## config.mk

```make
export PLATFORM = sky130hd
export DESIGN_NAME = traceback_formatter
export DESIGN_NICKNAME = d
export VERILOG_FILES = /design/src/rtl/traceback_formatter.sv
export SDC_FILE = /design/constraint.sdc
export NUM_CORES = 1
export LEC_CHECK = 0
export BUFFER_PORTS_ARGS = -buffer_cell sky130_fd_sc_hd__buf_2
export CAP_MARGIN = 20
export CORE_UTILIZATION = 56
export CTS_CLUSTER_SIZE = 40
export DETAILED_ROUTE_END_ITERATION = 8
export PLACE_DENSITY = 0.76
export SETUP_SLACK_MARGIN = 0.1
export SYNTH_ARGS = -nofsm -noshare
export SYNTH_HDL_FRONTEND = slang
export SYNTH_SLANG_ARGS = --single-unit
```

## constraint.sdc

```tcl
create_clock -name clk -period 4.15 [get_ports clk]
set_input_delay 0.83 -clock clk [delete_from_list [all_inputs] [get_ports clk]]
set_output_delay 0.83 -clock clk [all_outputs]
set_load 0.01 [all_outputs]
```

## src/rtl/traceback_formatter.sv

```systemverilog
// traceback_formatter: turns the end-to-start {x, y} cell stream of a
// Needleman-Wunsch traceback walker into aligned column pairs. Columns are
// pushed onto a LIFO and replayed in forward order.
// Ports:
//   clk, reset             clock, asynchronous active-low reset
//   s1, s2                 packed strings (char j at the MSB end for j=0)
//   in_valid/in_ready      coordinate handshake, in_x/in_y/in_last payload
//   out_valid/out_ready    column handshake
//   out_c1/out_c2          characters, out_gap1/out_gap2 gap flags
//   out_last, out_len      final column marker, total column count
//   error                  sticky protocol error
module traceback_formatter #(
   parameter int unsigned LENGTH      = 10,
   parameter int unsigned CWIDTH      = 2,
   parameter int unsigned CORD_LENGTH = 8,
   parameter int unsigned DEPTH       = 2*LENGTH-1
) (
   input  logic                     clk,
   input  logic                     reset,
   input  logic [LENGTH*CWIDTH-1:0] s1,
   input  logic [LENGTH*CWIDTH-1:0] s2,
   input  logic                     in_valid,
   output logic                     in_ready,
   input  logic [CORD_LENGTH-1:0]   in_x,
   input  logic [CORD_LENGTH-1:0]   in_y,
   input  logic                     in_last,
   output logic                     out_valid,
   input  logic                     out_ready,
   output logic [CWIDTH-1:0]        out_c1,
   output logic [CWIDTH-1:0]        out_c2,
   output logic                     out_gap1,
   output logic                     out_gap2,
   output logic                     out_last,
   output logic [CORD_LENGTH:0]     out_len,
   output logic                     error
);
   localparam int unsigned SW    = LENGTH*CWIDTH;
   localparam int unsigned CNT_W = $clog2(DEPTH+1);
   localparam int unsigned LEN_W = CORD_LENGTH+1;
   localparam logic [CORD_LENGTH-1:0] LAST_C = CORD_LENGTH'(LENGTH-1);

   typedef struct packed {
      logic [CWIDTH-1:0] c1;
      logic [CWIDTH-1:0] c2;
      logic              gap1;
      logic              gap2;
   } col_t;

   typedef enum logic [2:0] {S_IDLE, S_COLLECT, S_FINAL, S_DRAIN, S_ERROR} state_t;

   state_t                 state_q, state_d;
   logic [CORD_LENGTH-1:0] px_q, px_d, py_q, py_d;
   logic [CNT_W-1:0]       cnt_q, cnt_d;
   logic [LEN_W-1:0]       len_q, len_d;
   logic                   err_q, err_d;
   logic                   in_ready_q, in_ready_d;
   logic                   out_valid_q, out_valid_d;
   logic                   out_last_q, out_last_d;
   col_t                   out_q, out_d;
   col_t                   stack_q [DEPTH];
   logic                   push_en;
   col_t                   push_col;
   col_t                   step_col;
   logic                   step_ok;
   logic                   in_fire;

   // Character j of a packed string; out-of-range indices read as 0.
   function automatic logic [CWIDTH-1:0] chr(input logic [SW-1:0] s,
                                             input logic [CORD_LENGTH-1:0] idx);
      chr = '0;
      for (int j = 0; j < int'(LENGTH); j++)
         if (idx == CORD_LENGTH'(j)) chr = s[(int'(LENGTH)-1-j)*int'(CWIDTH) +: CWIDTH];
   endfunction

   assign in_fire = in_valid && in_ready_q;

   // Classify the step from the pending cell to the incoming one.
   // Zero guards stop a decrement from wrapping to a legal-looking value.
   always_comb begin
      step_col = '0;
      step_ok  = 1'b1;
      if (px_q != '0 && py_q != '0 &&
          in_x == px_q - CORD_LENGTH'(1) && in_y == py_q - CORD_LENGTH'(1)) begin
         step_col.c1 = chr(s1, py_q);
         step_col.c2 = chr(s2, px_q);
      end else if (py_q != '0 && in_x == px_q && in_y == py_q - CORD_LENGTH'(1)) begin
         step_col.c1   = chr(s1, py_q);
         step_col.gap2 = 1'b1;
      end else if (px_q != '0 && in_x == px_q - CORD_LENGTH'(1) && in_y == py_q) begin
         step_col.c2   = chr(s2, px_q);
         step_col.gap1 = 1'b1;
      end else begin
         step_ok = 1'b0;
      end
   end

   // Next-state and output logic. An error raised by a coordinate that also
   // carries in_last ends the traceback, so it returns straight to IDLE.
   always_comb begin
      state_d     = state_q;
      px_d        = px_q;
      py_d        = py_q;
      cnt_d       = cnt_q;
      len_d       = len_q;
      err_d       = err_q;
      out_d       = out_q;
      out_valid_d = out_valid_q;
      out_last_d  = out_last_q;
      push_en     = 1'b0;
      push_col    = '0;
      case (state_q)
         S_IDLE: begin
            if (in_fire) begin
               if (in_x == LAST_C && in_y == LAST_C && (!in_last || LENGTH == 1)) begin
                  px_d    = in_x;
                  py_d    = in_y;
                  err_d   = 1'b0;
                  cnt_d   = '0;
                  state_d = in_last ? S_FINAL : S_COLLECT;
               end else begin
                  err_d   = 1'b1;
                  state_d = in_last ? S_IDLE : S_ERROR;
               end
            end
         end
         S_COLLECT: begin
            if (in_fire) begin
               if (!step_ok || cnt_q == CNT_W'(DEPTH) ||
                   (in_last && (in_x != '0 || in_y != '0))) begin
                  err_d   = 1'b1;
                  cnt_d   = '0;
                  state_d = in_last ? S_IDLE : S_ERROR;
               end else begin
                  push_en  = 1'b1;
                  push_col = step_col;
                  cnt_d    = cnt_q + CNT_W'(1);
                  px_d     = in_x;
                  py_d     = in_y;
                  state_d  = in_last ? S_FINAL : S_COLLECT;
               end
            end
         end
         S_FINAL: begin
            // (0,0) cell is always a corner; its column is also the first output.
            if (cnt_q == CNT_W'(DEPTH)) begin
               err_d   = 1'b1;
               cnt_d   = '0;
               state_d = S_IDLE;
            end else begin
               push_en       = 1'b1;
               push_col.c1   = chr(s1, '0);
               push_col.c2   = chr(s2, '0);
               cnt_d         = cnt_q + CNT_W'(1);
               len_d         = LEN_W'(cnt_q) + LEN_W'(1);
               out_d         = push_col;
               out_valid_d   = 1'b1;
               out_last_d    = (cnt_q == '0);
               state_d       = S_DRAIN;
            end
         end
         S_DRAIN: begin
            if (out_valid_q && out_ready) begin
               cnt_d = cnt_q - CNT_W'(1);
               if (out_last_q) begin
                  out_d       = '0;
                  out_valid_d = 1'b0;
                  out_last_d  = 1'b0;
                  len_d       = '0;
                  state_d     = S_IDLE;
               end else begin
                  // Entry below the current top becomes the new top.
                  out_d      = stack_q[cnt_q - CNT_W'(2)];
                  out_last_d = (cnt_q == CNT_W'(2));
               end
            end
         end
         S_ERROR: begin
            if (in_fire && in_last) state_d = S_IDLE;
         end
         default: state_d = S_IDLE;
      endcase
      in_ready_d = !(state_d == S_FINAL || state_d == S_DRAIN);
   end

   // Control and output registers.
   always_ff @(posedge clk or negedge reset) begin
      if (!reset) begin
         state_q     <= S_IDLE;
         px_q        <= '0;
         py_q        <= '0;
         cnt_q       <= '0;
         len_q       <= '0;
         err_q       <= 1'b0;
         in_ready_q  <= 1'b1;
         out_valid_q <= 1'b0;
         out_last_q  <= 1'b0;
         out_q       <= '0;
      end else begin
         state_q     <= state_d;
         px_q        <= px_d;
         py_q        <= py_d;
         cnt_q       <= cnt_d;
         len_q       <= len_d;
         err_q       <= err_d;
         in_ready_q  <= in_ready_d;
         out_valid_q <= out_valid_d;
         out_last_q  <= out_last_d;
         out_q       <= out_d;
      end
   end

   // Stack storage; contents are meaningless once cnt_q is cleared.
   always_ff @(posedge clk) begin
      if (push_en) stack_q[cnt_q] <= push_col;
   end

   assign in_ready  = in_ready_q;
   assign out_valid = out_valid_q;
   assign out_c1    = out_q.c1;
   assign out_c2    = out_q.c2;
   assign out_gap1  = out_q.gap1;
   assign out_gap2  = out_q.gap2;
   assign out_last  = out_last_q;
   assign out_len   = len_q;
   assign error     = err_q;
endmodule
```

# Word-level counts from Yosys, hierarchy flattened
# Memories as Yosys holds them, arrays and structs flattened.
# Index checks and enable logic that the tools add are counted.
[op_classes]
muxes = 90
bitwise_logic = 0
n_mul = 0
div_mod_pow = 0
n_shift = 0
n_lt_le_gt_ge = 0
add_sub_neg = 6
n_eq_ne = 41
n_reduce_logical = 37
[ops]
columns = ["operator", "count"]
rows = [
  ["$eq 8x3->1 const B", 8],
  ["$mux 8", 8],
  ["$mux 2", 25],
  ["$eq 8x4->1 const B", 6],
  ["$eq 8x2->1 const B", 4],
  ["$eq 8x8->1", 4],
  ["$pmux 8 s2", 2],
  ["$reduce_bool 8->1", 4],
  ["$mux 3", 10],
  ["$mux 5", 6],
  ["$mux 6", 5],
  ["$mux 9", 3],
  ["$mux 1", 20],
  ["$pmux 5 s4", 1],
  ["$ne 2x2->1 const B", 9],
  ["$pmux 9 s2", 1],
  ["$eq 8x1->1 const B", 2],
  ["$logic_not 8->1", 2],
  ["$sub 8x1->8 const B", 2],
  ["$pmux 3 s5", 1],
  ["$reduce_and 5->1", 3],
  ["$logic_and 1x1->1", 13],
  ["$eq 3x2->1 const B", 4],
  ["$pmux 6 s2", 1],
  ["21 further kinds", 30],
]
[totals]
input_bits = 61
reg_bits = 43
wordCells = 188
ramBits = 114
mem_bits_ro = 0
memories = 1
latch_bits = 0
output_inout_bits = 19
[memory_table]
columns = ["name", "words", "width", "read_ports", "rd_ports_with_merged_regs", "write_ports", "line_no", "text"]
rows = [
  ["stack_q", 19, 6, 1, 0, 1, "60", "col_t stack_q [DEPTH];"],
]

# Logic depth before layout (Yosys ltp)
[logic_depth]
depth_word = 17
depth_mapped = 12
ltp_nobuf = 10

# Worst setup path after synthesis
# No wires, ideal clock.
[synth_timing]
kind = "in2reg"
start = "input port in_y[2]"
end = "memory stack_q[0][2] in the netlist's numbering (data pin)"
path_stages = 7
setup_time_ps = 353
path_buffers = 0
t_arrival_ps = 3338
required_time_ps = 3797
setup_slack_ps = 459
cell_sequence = "xnor2_1 -> a211oi_1 -> o21ai_0 -> or4b_1 -> or3_1 -> a2111o_1 -> o21ai_0"
[synth_lines]
columns = ["item", "line_no", "text"]
rows = [
  ["from (decl)", "25", "input logic [CORD_LENGTH-1:0] in_y,"],
  ["to (decl)", "60", ""],
]

# Worst setup path after layout
[layout_timing]
start = "register py_q[1]"
end = "memory stack_q[13][5] in the netlist's numbering (enable)"
[layout_between]
elab_chain_cells = 13
elab_cells_between_ends = 21
classes_between = "1 x add/sub; 2 x eq/ne; 8 x mux; 10 x reduce/logical"
[layout_rtl]
columns = ["item", "line_no", "text"]
rows = [
  ["from (decl)", "52", "logic [CORD_LENGTH-1:0] px_q, px_d, py_q, py_d;"],
  ["from (signal assigned)", "201", "py_q <= py_d;"],
  ["$sub 8x1->8 (tied with other cells)", "83, 86", ""],
  ["$eq 8x8->1 (tied with other cells)", "83, 86", ""],
  ["$logic_and 1x1->1 (tied with other cells)", "86", "end else if (py_q != '0 && in_x == px_q && in_y == py_q - CORD_LENGTH'(1)) begin"],
  ["$mux 1 / $logic_and 1x1->1 (equally long branches)", "86, 83", ""],
  ["$mux 1 *", "82", "if (px_q != '0 && py_q != '0 &&"],
  ["$logic_not 1->1 *", "128", "if (!step_ok || cnt_q == CNT_W'(DEPTH) ||"],
  ["$logic_or 1x1->1 * (2 in series)", "128", ""],
  ["$mux 1 *", "128", ""],
  ["$mux 1 *", "127", "if (in_fire) begin"],
  ["$pmux 1 s2 *", "111", "case (state_q)"],
  ["$mux 1 *", "214", "if (push_en) stack_q[cnt_q] <= push_col;"],
  ["$mux 1 (not written as such) *", "214", ""],
]
# Mark *: on every way between the ends. The rest lies on a longest branch, timed or not.

==> run summary <==
Slew Limit Fails: 0
diode count: 0
reg2reg start: py_q[1]
share of Yosys cell area claimed by the top area cell type: 43.6%
Root Buffer: clkbuf_16
finished layout cell area: 9040 um2
Most common cell on crit path: or4_1
Initial DRC Count: 509
part of the Yosys area used for sequential elements: 56.4%
commonest non-fill, non-tap cell in the layout: edfxtp_1
Worst slew margin: 36.7%
Final Setup Violations: 0
final count of hold timing violations: 0
ys async rst share: 26.0%
GPL Wtd Cong: 0.899
r2r setup slk: 0.15 ns
synthesis warning total: 0
Hold Slack: 0.478 ns
Leak: 3.22 nW
Sequential Power Share: 39.8%
top_reg_cell synth: edfxtp_1
number of flops mapped to enable cells by yosys: 114
synthesized flop and latch total: 154
Min-Delay Path Class: flop to flop
initial antenna violation count: 0
worst skew pair latency: 0.42 ns
clock tree from TritonCTS: built
Die H: 120 um
CP startpoint: py_q[1]
crit-path max cell delay: 0.61 ns
ratio of cells with drive above 1 in the final layout: 26.6%
fill count: 991
cell taking the most area after synthesis: edfxtp_1
die area: 14,500 um2
fmax: 250 MHz
via count: 5,556
post-synthesis cell count: 620
commonest non-fill, non-tap cells in the layout: edfxtp_1 (114), buf_2 (76), nand2_1 (49), nor2_1 (46), dfrtp_1 (38)
Worst-path clk slew: 0.06 ns
Final Critical Period: 4.00 ns
area grow syn2layout: 15.3%
combinational share of power: 27.4%
postcts setup bufs: 0
Initial Util: 58.3%
area of the multi-input gates: 3270 um2
router iterations before antenna repair: 5
last element of the critical path: stack_q[13][5]
Total Wirelength: 19,100 um
crit share post-route: 96.4%
Max IR drop VDD: 394 uV
Area contributors post-synth: edfxtp_1 (44%), dfrtp_1 (12%), mux4_2 (8.9%)
DP Wirelength: 12,900 um
Int Pwr: 0.00311 W
# IOs: 80
Hold Path Stages: 2
Syn Area/Cell: 12.7 um2
maximum fanout along the worst path: 8
total track usage: 27.7%
worst clock skew: 0.00858 ns
Post-route DRC: 0
Crit path arrival time: 4.07 ns
# nets final: 778
critical path startpoint category: flop
Slowest-stage cell, CP: or4_1
row cnt: 42
worst-path cell chain: or4_1, nor4_2, xnor2_1, or4b_1, or4_1, o21ai_2, nand2_1, nor2_1
global-route wire length before repair: 29,600 um
clock sink total: 154
final setup TNS: 0 ns
Post-DP Area: 8450 um2
register area: 4430 um2
Yosys cell types: 74
CTS Buf Count: 17
switch share: 31.6%
Power Total: 0.00455 W
Syn Std Cell Area: 7850 um2
CP endpoint kind: flop
drt via density: 6.25
CTS Buffer Depth: 2
power per cell area: 503 nW/um2
Max-cap violations: 0
worst flop-to-flop path endpoint: stack_q[13][5]
remaining antenna violation count: 0
outcome: complete, no violations
IO Port Bufs: 76
grt total ovfl: 0
core area: 13,500 um2
Net Switching: 0.00144 W
Crit Path Category: flop to flop
Clk network pwr share: 32.7%
Worst EP required: 4.22 ns
post-DR wirelength/cell: 21.5 um
RSZ-0062 raised after global routing: yes
largest net degree at the start of global routing: 42
Die X: 120 um
vias in the first global route: 5,383
worst slew pin tran: 0.950 ns
Max H-tree Level: 4
reg2reg path depth: 8
[area by class of cell]
cell class	count	area share, %
clock buffer	18	4.74
clock inverter	13	1.51
inverter	10	0.415
multi-input combinational	423	36.2
sequential	154	48.9
tap	176	2.43
timing repair buffer	95	5.78
[state kept, by name, summed over array words and instances, names as in the netlist]
register,cells
stack_q,114
py_q,8
error,1
out_gap1,1
in_ready,1
out_valid,1
px_q,8
out_last,1
state_q,3
out_c2,2
cnt_q,5
out_gap2,1
out_len,6
out_c1,2
[worst min path at each step]
| stage | from | to | slack, ns |
|---|---|---|---|
| floorplan | px_q[7] | px_q[7] | 0.51 |
| global placement | out_len[2] | out_len[2] | 0.46 |
| detailed placement | out_gap2 | out_gap2 | 0.47 |
| CTS | out_gap2 | out_gap2 | 0.48 |
| global route | out_len[4] | out_len[4] | 0.52 |
| finish | out_gap2 | out_gap2 | 0.48 |
[layer usage]
layer | vias to the layer above | share of wire [%] | global-route usage (%)
li1 | 2560 | - | -
met1 | 2714 | 41 | 35.3
met2 | 243 | 50 | 45.7
met3 | 39 | 6.3 | 6.27
met4 | 0 | 2.6 | 12.0
met5 | - | 0 | 0
[power groups by stage]
| stage | Combinational [W] | Clock [W] | Sequential [W] |
|---|---|---|---|
| floorplan | 0.000879 | 0 | 0.00183 |
| global placement | 0.00119 | 0 | 0.00183 |
| detailed placement | 0.00122 | 0 | 0.00184 |
| CTS | 0.00123 | 0.00150 | 0.00181 |
| global route | 0.00135 | 0.00156 | 0.00182 |
| finish | 0.00125 | 0.00149 | 0.00181 |
[what timing repair did]
action,CTS,global route
hold buffers,0,0
setup endpoints to repair,0,78
resized for setup,0,10
[critical path: cells and delay by family (launching register included)]
kind	cells	cell delay, ns
compound gates	1	0.37
xor+xnor	1	0.09
flops	1	0.47
simple gates	6	2.70
[stage by stage]
stage               instances  setup slack [ns]  util (%)
floorplan                 622             0.459         -
global placement          858             0.246      62.8
detailed placement        858             0.162      62.8
CTS                       889             0.223      67.0
global route              889            0.0122      67.2
finish                    889             0.150      67.2
[kinds of logic (layout without fill, tap and decap cells)]
group / count (synthesis) / after routing / synth area share (%)
xor+xnor: 29 / 29 / 3.24
flops: 154 / 154 / 56.4
compound gates: 117 / 117 / 9.87
mux: 55 / 55 / 12.2
buf+inv: 45 / 136 / 2.33
fa+ha+maj: 16 / 16 / 2.55
simple gates: 203 / 203 / 13.3
other cells: 1 / 3 / 0.0478
[Yosys cell counts, drive strengths merged (4+ instances only)]
| cell type | count |
|---|---|
| a211oi | 10 |
| a21oi | 28 |
| a22oi | 9 |
| and2 | 4 |
| and3 | 4 |
| buf | 6 |
| clkbuf | 29 |
| dfrtp | 39 |
| edfxtp | 114 |
| ha | 16 |
| inv | 10 |
| mux2 | 17 |
| mux2i | 7 |
| mux4 | 31 |
| nand2 | 49 |
| nand2b | 5 |
| nand3 | 11 |
| nand3b | 8 |
| nand4 | 7 |
| nor2 | 56 |
| nor2b | 5 |
| nor3 | 13 |
| nor4 | 12 |
| o21ai | 32 |
| or3 | 6 |
| or4 | 4 |
| xnor2 | 21 |
| xor2 | 8 |
(Power assumes the default switching activity.)
